### src/rtl/mem_access_stage_pkg.sv
// Shared definitions for the memory stage: data widths, register-number
// width, FSM encoding, abort fill pattern and the MEM/WB bundle layout.
package mem_access_stage_pkg;

  localparam int ADDRESS_LEN  = 32;
  localparam int REGISTER_LEN = 32;
  localparam int REG_NUM_W    = 4;

  // Load data returned when the ack watchdog abandons an access
  localparam logic [REGISTER_LEN-1:0] DEAD_BEEF = 32'hDEAD_BEEF;

  typedef enum logic [1:0] {
    ST_IDLE   = 2'd0,
    ST_ACCESS = 2'd1,
    ST_DONE   = 2'd2
  } mem_state_e;

  // Write-back bundle carried across an outstanding access
  typedef struct packed {
    logic                   wb_enable;
    logic                   mem_read;
    logic [ADDRESS_LEN-1:0] alu_res;
    logic [REG_NUM_W-1:0]   dest;
  } wb_bundle_t;

endpackage

### src/rtl/mem_addr_xlate.sv
// Byte-address to SRAM word-address translation: subtract the region base
// (mod 2^32), drop the byte offset, keep the low SRAM_ADDR_W word bits.
// Addresses below the base wrap silently.
module mem_addr_xlate
  import mem_access_stage_pkg::*;
#(
  parameter logic [ADDRESS_LEN-1:0] MEM_BASE    = 32'd1024,
  parameter int                     SRAM_ADDR_W = 16
) (
  input  logic [ADDRESS_LEN-1:0] byte_addr,
  output logic [SRAM_ADDR_W-1:0] word_addr
);

  logic [ADDRESS_LEN-1:0] offset;

  // Offset from the base, then word index truncated to the SRAM width
  always_comb begin
    offset    = byte_addr - MEM_BASE;
    word_addr = SRAM_ADDR_W'(offset >> 2);
  end

endmodule

### src/rtl/mem_access_stage.sv
// ARM pipeline memory stage with built-in MEM/WB register. Loads/stores go
// out over a req/ack word-SRAM handshake while the upstream pipe is frozen.
// Optional feature: define MEM_TIMEOUT_EN to add an ack watchdog that aborts
// an access after TIMEOUT_CYCLES cycles and pulses mem_err.
module mem_access_stage
  import mem_access_stage_pkg::*;
#(
  parameter logic [ADDRESS_LEN-1:0] MEM_BASE       = 32'd1024,
  parameter int                     SRAM_ADDR_W    = 16,
  parameter int                     TIMEOUT_CYCLES = 255
) (
  input  logic                    clk,
  input  logic                    rst,
  input  logic                    wb_enable_in,
  input  logic                    mem_read_in,
  input  logic                    mem_write_in,
  input  logic [ADDRESS_LEN-1:0]  alu_res_in,
  input  logic [REGISTER_LEN-1:0] val_rm_in,
  input  logic [REG_NUM_W-1:0]    dest_in,
  output logic                    freeze,
  output logic                    wb_enable_out,
  output logic                    mem_read_out,
  output logic [ADDRESS_LEN-1:0]  alu_res_out,
  output logic [REGISTER_LEN-1:0] mem_data_out,
  output logic [REG_NUM_W-1:0]    dest_out,
  output logic                    mem_err,
  output logic                    sram_req,
  output logic                    sram_we,
  output logic [SRAM_ADDR_W-1:0]  sram_addr,
  output logic [REGISTER_LEN-1:0] sram_wdata,
  input  logic [REGISTER_LEN-1:0] sram_rdata,
  input  logic                    sram_ack
);

  mem_state_e             state, state_nxt;
  wb_bundle_t             lat_q;
  logic                   cmd;
  logic                   timeout;
  logic [SRAM_ADDR_W-1:0] xaddr;

  assign cmd = mem_read_in | mem_write_in;

  mem_addr_xlate #(
    .MEM_BASE    (MEM_BASE),
    .SRAM_ADDR_W (SRAM_ADDR_W)
  ) u_xlate (
    .byte_addr (alu_res_in),
    .word_addr (xaddr)
  );

`ifdef MEM_TIMEOUT_EN
  localparam int CNT_W = $clog2(TIMEOUT_CYCLES + 1);
  logic [CNT_W-1:0] wd_cnt;

  // Abort on the last allowed ACCESS cycle unless ack arrives in it
  assign timeout = (state == ST_ACCESS) && !sram_ack &&
                   (wd_cnt == CNT_W'(TIMEOUT_CYCLES - 1));

  // Watchdog counts ACCESS cycles; cleared whenever not in ACCESS
  always_ff @(posedge clk or negedge rst) begin
    if (!rst)                    wd_cnt <= '0;
    else if (state != ST_ACCESS) wd_cnt <= '0;
    else                         wd_cnt <= wd_cnt + CNT_W'(1);
  end

  // One-cycle error pulse, visible in the DONE cycle after an abort
  always_ff @(posedge clk or negedge rst) begin
    if (!rst) mem_err <= 1'b0;
    else      mem_err <= timeout;
  end
`else
  assign timeout = 1'b0;
  assign mem_err = 1'b0;
`endif

  // State register
  always_ff @(posedge clk or negedge rst) begin
    if (!rst) state <= ST_IDLE;
    else      state <= state_nxt;
  end

  // Next-state: DONE always returns to IDLE so the still-present
  // completed command is not issued twice
  always_comb begin
    state_nxt = state;
    case (state)
      ST_IDLE:   if (cmd) state_nxt = ST_ACCESS;
      ST_ACCESS: if (sram_ack || timeout) state_nxt = ST_DONE;
      ST_DONE:   state_nxt = ST_IDLE;
      default:   state_nxt = ST_IDLE;
    endcase
  end

  // Outputs: freeze covers the accept cycle and all ACCESS cycles; reset
  // gates it so an abandoned access releases the pipe immediately
  always_comb begin
    freeze   = rst && (((state == ST_IDLE) && cmd) || (state == ST_ACCESS));
    sram_req = (state == ST_ACCESS);
  end

  // Latch request and the pending write-back bundle on command accept
  always_ff @(posedge clk or negedge rst) begin
    if (!rst) begin
      sram_addr  <= '0;
      sram_wdata <= '0;
      sram_we    <= 1'b0;
      lat_q      <= '0;
    end else if ((state == ST_IDLE) && cmd) begin
      sram_addr  <= xaddr;
      sram_wdata <= val_rm_in;
      sram_we    <= mem_write_in & ~mem_read_in;  // read wins if both set
      lat_q      <= '{wb_enable: wb_enable_in, mem_read: mem_read_in,
                      alu_res: alu_res_in, dest: dest_in};
    end
  end

  // MEM/WB register: pass-through in IDLE, completion/abort load in
  // ACCESS, bubble in DONE
  always_ff @(posedge clk or negedge rst) begin
    if (!rst) begin
      wb_enable_out <= 1'b0;
      mem_read_out  <= 1'b0;
      alu_res_out   <= '0;
      dest_out      <= '0;
      mem_data_out  <= '0;
    end else begin
      case (state)
        ST_IDLE: begin
          if (!cmd) begin
            wb_enable_out <= wb_enable_in;
            mem_read_out  <= 1'b0;
            alu_res_out   <= alu_res_in;
            dest_out      <= dest_in;
          end
        end
        ST_ACCESS: begin
          if (sram_ack) begin
            wb_enable_out <= lat_q.wb_enable;
            mem_read_out  <= lat_q.mem_read;
            alu_res_out   <= lat_q.alu_res;
            dest_out      <= lat_q.dest;
            if (lat_q.mem_read) mem_data_out <= sram_rdata;
          end else if (timeout) begin
            wb_enable_out <= 1'b0;          // squash the failed access
            mem_read_out  <= lat_q.mem_read;
            alu_res_out   <= lat_q.alu_res;
            dest_out      <= lat_q.dest;
            mem_data_out  <= DEAD_BEEF;
          end
        end
        ST_DONE: begin
          wb_enable_out <= 1'b0;
          mem_read_out  <= 1'b0;
        end
        default: ;
      endcase
    end
  end

endmodule

### config.mk
export PLATFORM = sky130hd
export DESIGN_NAME = mem_access_stage
export DESIGN_NICKNAME = d
export VERILOG_FILES = /design/src/rtl/mem_access_stage_pkg.sv /design/src/rtl/mem_addr_xlate.sv /design/src/rtl/mem_access_stage.sv
export SDC_FILE = /design/constraint.sdc
export NUM_CORES = 1
export LEC_CHECK = 0
export CAP_MARGIN = 30
export CORE_MARGIN = 8
export CORE_UTILIZATION = 50
export CTS_BUF_LIST = sky130_fd_sc_hd__clkbuf_2 sky130_fd_sc_hd__clkbuf_4 sky130_fd_sc_hd__clkbuf_8
export DETAILED_ROUTE_END_ITERATION = 8
export PLACE_DENSITY = 0.95
export SYNTH_ARGS = -nofsm -noshare
export SYNTH_HDL_FRONTEND = slang
export SYNTH_SLANG_ARGS = --single-unit
### constraint.sdc
create_clock -name clk -period 3.6 [get_ports clk]
set_input_delay 0.54 -clock clk [delete_from_list [all_inputs] [get_ports clk]]
set_output_delay 0.54 -clock clk [all_outputs]
set_load 0.01 [all_outputs]
==> results of run 1 <==
==> kinds of logic (layout without fill, tap and decap cells) <==
| logic type | count (synthesis) | after routing | share of synthesized area [%] |
|---|---|---|---|
| multiplexers | 102 | 102 | 18.2 |
| buffers and inverters | 45 | 273 | 3.67 |
| other | 1 | 1 | 0.0595 |
| adder cells (fa/ha/maj) | 4 | 4 | 0.794 |
| flip-flops | 151 | 151 | 59.9 |
| AND/OR/NAND/NOR | 229 | 229 | 14.4 |
| XOR/XNOR | 2 | 2 | 0.278 |
| AO/OA/AOI/OAI | 29 | 29 | 2.70 |
==> worst max-delay path by stage <==
stage,from,to,slack (ns),cells after the start
floorplan,state[0]$_DFFE_PN0P_,alu_res_out[10]$_DFFE_PN0P_,1.62,6
global placement,mem_read_in,freeze,0.85,4
detailed placement,mem_read_in,freeze,0.79,4
CTS,state[1]$_DFFE_PN0P_,freeze,0.59,5
global route,state[1]$_DFFE_PN0P_,freeze,0.47,5
finish,state[1]$_DFFE_PN0P_,freeze,0.61,5
==> cell type report <==
class | instances | area [sq um]
Sequential cell | 151 | 3780
Fill cell | 803 | 3270
Timing Repair Buffer | 234 | 2340
Multi-Input combinational cell | 367 | 2310
Clock buffer | 23 | 304
Clock inverter | 8 | 215
Tap cell | 172 | 215
Inverter | 8 | 30.0
==> layout by cell type, fill, tap and decap left out, types with 3 or more instances in the layout <==
master           synthesis  final
nand2_1                211    211
clkdlybuf4s50_1          0    225
a31oi_1                  3      3
dfrtp_1                151    151
nand3_1                  3      3
inv_1                    8      8
nor2_1                   5      5
buf_4                    9      6
o21ai_0                 16     16
mux2_2                 100    100
ha_1                     4      3
clkbuf_8                 0     21
or3_1                    3      3
bufinv_16                0      7
==> routing by layer <==
metal	share of wire [%]	global-route usage, %
met1	38	24.1
met2	51	38.3
met3	9.3	7.78
met4	2.5	8.67
met5	0	0
==> cells in the mapped netlist (all sizes together) <==
cell type | number | share of area [%]
o31ai | 1 | 0.12
a31oi | 3 | 0.30
ha | 4 | 0.79
nor2b | 1 | 0.099
nor3b | 1 | 0.12
nor2 | 5 | 0.30
a21oi | 2 | 0.16
conb | 1 | 0.059
inv | 8 | 0.48
o21ai | 17 | 1.3
o211ai | 1 | 0.12
or3 | 3 | 0.30
xnor2 | 2 | 0.28
buf | 24 | 2.4
o32ai | 1 | 0.14
clkbuf | 13 | 0.77
or4 | 3 | 0.42
a21bo | 1 | 0.16
mux2 | 102 | 18
o21a | 3 | 0.36
nor3 | 2 | 0.34
dfrtp | 151 | 60
nand3 | 3 | 0.24
nand2 | 211 | 13
==> repair_timing <==
action / in CTS / in global routing
endpoints found under the hold margin: 34 / 0
hold buffers: 1 / 0
endpoints found under the setup margin: 0 / 0
==> power by group through the flow <==
| stage | registers, mW | clock network [mW] | logic, mW |
|---|---|---|---|
| floorplan | 3.28 | 0 | 1.99 |
| global placement | 3.00 | 0 | 4.09 |
| detailed placement | 3.08 | 0 | 4.27 |
| CTS | 3.06 | 1.68 | 4.30 |
| global route | 3.15 | 1.75 | 4.58 |
| finish | 3.05 | 1.65 | 4.24 |
==> registers in the layout, indices dropped and copies added (netlist names) <==
| register | count |
|---|---|
| mem_data_out | 32 |
| alu_res_out | 32 |
| lat_q | 30 |
| sram_addr | 16 |
| wb_enable_out | 1 |
| mem_read_out | 1 |
| state | 2 |
| dest_out | 4 |
| sram_wdata | 32 |
| sram_we | 1 |
==> stage by stage <==
| stage | instances | power [mW] | instance area (sq um) | utilization [%] | hold slack, ns |
|---|---|---|---|---|---|
| floorplan | 563 | 5.27 | 6310 | - | 0.244 |
| finish | 963 | 8.93 | 9190 | 73.7 | 0.479 |
| global placement | 931 | 7.08 | 8660 | 69.5 | 0.442 |
| global route | 963 | 9.48 | 9190 | 73.7 | 0.503 |
| CTS | 963 | 9.03 | 9190 | 73.7 | 0.481 |
| detailed placement | 931 | 7.35 | 8660 | 69.5 | 0.453 |
==> worst max-delay path, stage by stage (launching register included) <==
cell	delay (ns)
dfrtp_1	0.39
inv_1	0.10
ha_1	0.36
o21a_2	0.45
o21a_1	0.19
clkdlybuf4s50_1	0.54
==> summary.txt, run 1 <==
Timing
  – Setup Viol. Count Final: 0
  – Clk_skew: 0.00897 ns
  – Total negative setup slack: 0 ns
  – Slew HR: 41.1%
  – Fin crit share: 83.0%
  – Fin worst setup slack: 0.613 ns
  – Final min period: 2.99 ns
  – Final hold vios: 0
  – Max Slew Vio Count: 0
  – RSZ-0062 raised after global routing: no
  – Worst-Margin Slew: 0.884 ns
  – Fmax: 335 MHz

Setup path
  – Arrival time of the worst setup path: 2.45 ns
  – R2R Setup Slk: 1.25 ns
  – CP max FO: 17
  – Worst setup EP type: output port
  – Critical path class: flip-flop to output port
  – Reg-to-reg endpoint: sram_addr[15]$_DFFE_PN0P_
  – Worst setup SP type: flip-flop
  – Worst Path Required: 3.06 ns
  – Worst r2r src: state[1]$_DFFE_PN0P_
  – R2R cell count: 6

Die
  – Row cnt: 41
  – Die area: 0.0165 sq mm
  – Ports: 228
  – Die X: 128 um
  – Starting density of the core: 50.6%
  – Placeable Area: 0.0125 sq mm
  – Die Y-Extent: 128 um

Yosys
  – Flops & latches, synth: 151
  – Syn_nets: 673
  – Synth Warn #: 0
  – Syn Inst Count: 563
  – Post-synth cell types: 31
  – Avg Inst Size Synth: 11.2 sq um
  – Area of the mapped netlist: 0.00631 sq mm
  – Register area share after synthesis: 59.9%

Pwr
  – Switching Power: 3.01 mW
  – Worst VDD drop: 0.000465 V
  – P_int: 5.92 mW
  – Sw Share: 33.7%
  – Combinational Power Share: 47.4%
  – Clk pwr share: 18.4%
  – PD cells: 972 mW/mm^2
  – Reg power frac: 34.2%
  – P_leak: 4.17 nW

Place
  – GP Congestion: 0.791
  – Hpwl dp: 13.0 mm
  – DP Worst Slack: 0.790 ns
  – Port bufs: 226

Final layout
  – Share of post-route cells with drive strength above 1: 18.3%
  – Synthesis-to-finish area growth: 45.8%
  – Fin nets: 889
  – Antenna cells: 0

GRT
  – Grt ovf: 0
  – Gr usage total: 22.0%
  – Number of global-route vias before repair: 5425
  – Largest net degree at the start of global routing: 70
  – First-pass GRT wire length: 28.4 mm
  – Initial antenna violation count: 0

CTS
  – Num CTS Buffers: 17
  – Root Driver: clkbuf_8
  – Htree depth: 4
  – Post CTS Setup Buffer Count: 0
  – CTS tree: built
  – Clk Latency, worst-skew pair: 0.43 ns
  – Post-CTS sizing: 0
  – Clock-pin slew on the worst setup and hold paths: 0.08 ns
  – Clk sink count: 151
  – Buffer depth of the longest clock path: 2

Worst hold path
  – Hold Crit Class: flip-flop to flip-flop
  – Worst Hold Depth: 2
  – Hold endpoint: lat_q[34]$_DFFE_PN0P_
  – HP Start: lat_q[34]$_DFFE_PN0P_

Route
  – Post-DRT Antenna Nets: 0
  – Starting DRT DRC Count: 310
  – Vias per Instance: 5.04
  – DRC Markers: 0
  – WL per Instance: 18.4 um
  – Via count: 4850
  – First drt pass iteration count: 4
  – Total routed wirelength: 17.7 mm

Status
  – Status: completed

Job
  – Max_cap viols: 0
Note: power is estimated with default switching activity, not from simulation.
==> inputs of run 2 (changes only) <==
--- a/config.mk
+++ b/config.mk
@@ -7,10 +7,10 @@
 export LEC_CHECK = 0
 export CAP_MARGIN = 30
 export CORE_MARGIN = 8
-export CORE_UTILIZATION = 50
+export CORE_UTILIZATION = 46
 export CTS_BUF_LIST = sky130_fd_sc_hd__clkbuf_2 sky130_fd_sc_hd__clkbuf_4 sky130_fd_sc_hd__clkbuf_8
 export DETAILED_ROUTE_END_ITERATION = 8
-export PLACE_DENSITY = 0.95
+export PLACE_DENSITY = 0.94
 export SYNTH_ARGS = -nofsm -noshare
 export SYNTH_HDL_FRONTEND = slang
 export SYNTH_SLANG_ARGS = --single-unit
==> constraint.sdc (replaced) <==
create_clock -name clk -period 3.1 [get_ports clk]
set_input_delay 0.465 -clock clk [delete_from_list [all_inputs] [get_ports clk]]
set_output_delay 0.465 -clock clk [all_outputs]
set_load 0.01 [all_outputs]
==> summary.txt, run 2 (synthesis results as in run 1) <==
Status
  – Status: completed

Route
  – WL per Instance: 17.9 um
  – Total routed wirelength: 17.3 mm
  – Post-DRT Antenna Nets: 0
  – DRC Markers: 0
  – Vias per Instance: 4.99
  – First drt pass iteration count: 4
  – Starting DRT DRC Count: 225
  – Via count: 4830

Setup path
  – R2R cell count: 5
  – Critical path class: flip-flop to output port
  – Worst Path Required: 2.63 ns
  – Arrival time of the worst setup path: 2.25 ns
  – WP buf/inv: 2
  – Max incr delay on CP: 0.53 ns
  – R2R Setup Slk: 1.01 ns
  – Reg-to-reg endpoint: alu_res_out[6]$_DFFE_PN0P_
  – Largest delay share family, worst path: buffers and inverters
  – Worst r2r src: state[1]$_DFFE_PN0P_
  – Crit path launch: state[1]$_DFFE_PN0P_
  – Worst setup EP type: output port
  – Worst setup SP type: flip-flop
  – CP max FO: 8
  – Worst path depth: 5
  – Slowest CP cell: clkdlybuf4s50_1
  – Critical path, cell by cell: inv_1 -> ha_1 -> o21a_2 -> o21a_1 -> clkdlybuf4s50_1
  – Critical Path End: freeze

Timing
  – Max Slew Vio Count: 0
  – Fin crit share: 87.7%
  – Clk_skew: 0.0104 ns
  – Worst-Margin Slew: 0.859 ns
  – Slew HR: 42.7%
  – Final min period: 2.72 ns
  – RSZ-0062 raised after global routing: no
  – Total negative setup slack: 0 ns
  – Fin worst setup slack: 0.382 ns
  – Fmax: 368 MHz
  – Setup Viol. Count Final: 0
  – Final hold vios: 0

CTS
  – Post CTS Setup Buffer Count: 0
  – Buffer depth of the longest clock path: 2
  – Root Driver: clkbuf_8
  – Clk Latency, worst-skew pair: 0.44 ns
  – Clk sink count: 151
  – Post-CTS sizing: 0
  – Clock-pin slew on the worst setup and hold paths: 0.08 ns
  – Hold_buf cts: 0
  – Num CTS Buffers: 17
  – Htree depth: 4
  – CTS tree: built

GRT
  – Initial antenna violation count: 0
  – Gr usage total: 19.8%
  – First-pass GRT wire length: 27.9 mm
  – Grt ovf: 0
  – Number of global-route vias before repair: 5190
  – Largest net degree at the start of global routing: 152

Final layout
  – Final cell count without fillers: 968
  – Synthesis-to-finish area growth: 45.0%
  – Share of post-route cells with drive strength above 1: 18.6%
  – Antenna cells: 0
  – Most common cell after layout, fill and taps aside: clkdlybuf4s50_1
  – Most frequent cells in the layout: clkdlybuf4s50_1 (225), nand2_1 (211), dfrtp_1 (151)
  – Largest registers: alu_res_out: 32 flops, mem_data_out: 32 flops, sram_wdata: 32 flops
  – Fin nets: 889
  – Fill cell count: 955

Worst hold path
  – Hold Crit Class: input pin to async pin

Die
  – Ports: 228
  – Die Y-Extent: 133 um
  – Row cnt: 42
  – Die X: 133 um
  – Die area: 0.0177 sq mm
  – Starting density of the core: 47.4%
  – Placeable Area: 0.0133 sq mm

Pwr
  – Worst VDD drop: 0.000597 V
  – P_leak: 4.13 nW
  – PD cells: 1100 mW/mm^2

Place
  – GP Congestion: 0.744
  – Port bufs: 226
  – Hpwl dp: 12.5 mm
  – DP Worst Slack: 0.634 ns
  – Inst Count DP: 936

Job
  – Max_cap viols: 0
[run 2: cell type report]
cell class              count  area, sq um  share of cell area [%]
repair buffers            234         2360                    25.8
clock inverters            12          175                    1.92
multi-input cells         367         2310                    25.3
flip-flops and latches    151         3780                    41.3
well taps                 176          220                    2.41
inverters                   8         30.0                   0.328
clock buffers              20          269                    2.94
[run 2: metrics by stage]
stage                     cell area (sq um)  hold slack, ns  util [%]  total power, mW
after floorplan                        6310           0.169         -             6.12
after global placement                 8700           0.451      65.4             8.33
after detailed placement               8700           0.461      65.4             8.55
after CTS                              9150           0.185      68.8             10.2
after global routing                   9150           0.195      68.8             10.8
final                                  9150           0.100      68.8             10.1
[run 2: worst min path at each step]
stage | startpoint | to | slack (ns)
2_1_floorplan | rst | alu_res_out[0]$_DFFE_PN0P_ | 0.17
3_3_place_gp | lat_q[35]$_DFFE_PN0P_ | lat_q[35]$_DFFE_PN0P_ | 0.45
3_5_place_dp | lat_q[23]$_DFFE_PN0P_ | lat_q[23]$_DFFE_PN0P_ | 0.46
4_1_cts | rst | sram_wdata[22]$_DFFE_PN0P_ | 0.19
5_1_grt | rst | mem_data_out[24]$_DFFE_PN0P_ | 0.19
6_report | rst | sram_wdata[22]$_DFFE_PN0P_ | 0.10
[run 2: metal layers]
metal	track usage, %	up-vias	wire length (um)
met5	0	-	0
met4	7.07	0	277
met3	7.19	21	1510
met2	32.6	197	8320
met1	23.4	2347	7210
li1	-	2265	-
[run 2: worst register-to-register path, cell delays in order, from the launching register on]
cell and delay [ns]:
dfrtp_1 0.38, inv_1 0.10, ha_2 0.30, buf_4 0.49
mux2_2 0.43, mux2_1 0.28
[run 2: report_power, final]
part           internal (mW)  switching (mW)  total, mW
Combinational           2.71            2.23       4.94
Sequential              2.98           0.524       3.50
Clock                  0.927           0.723       1.65
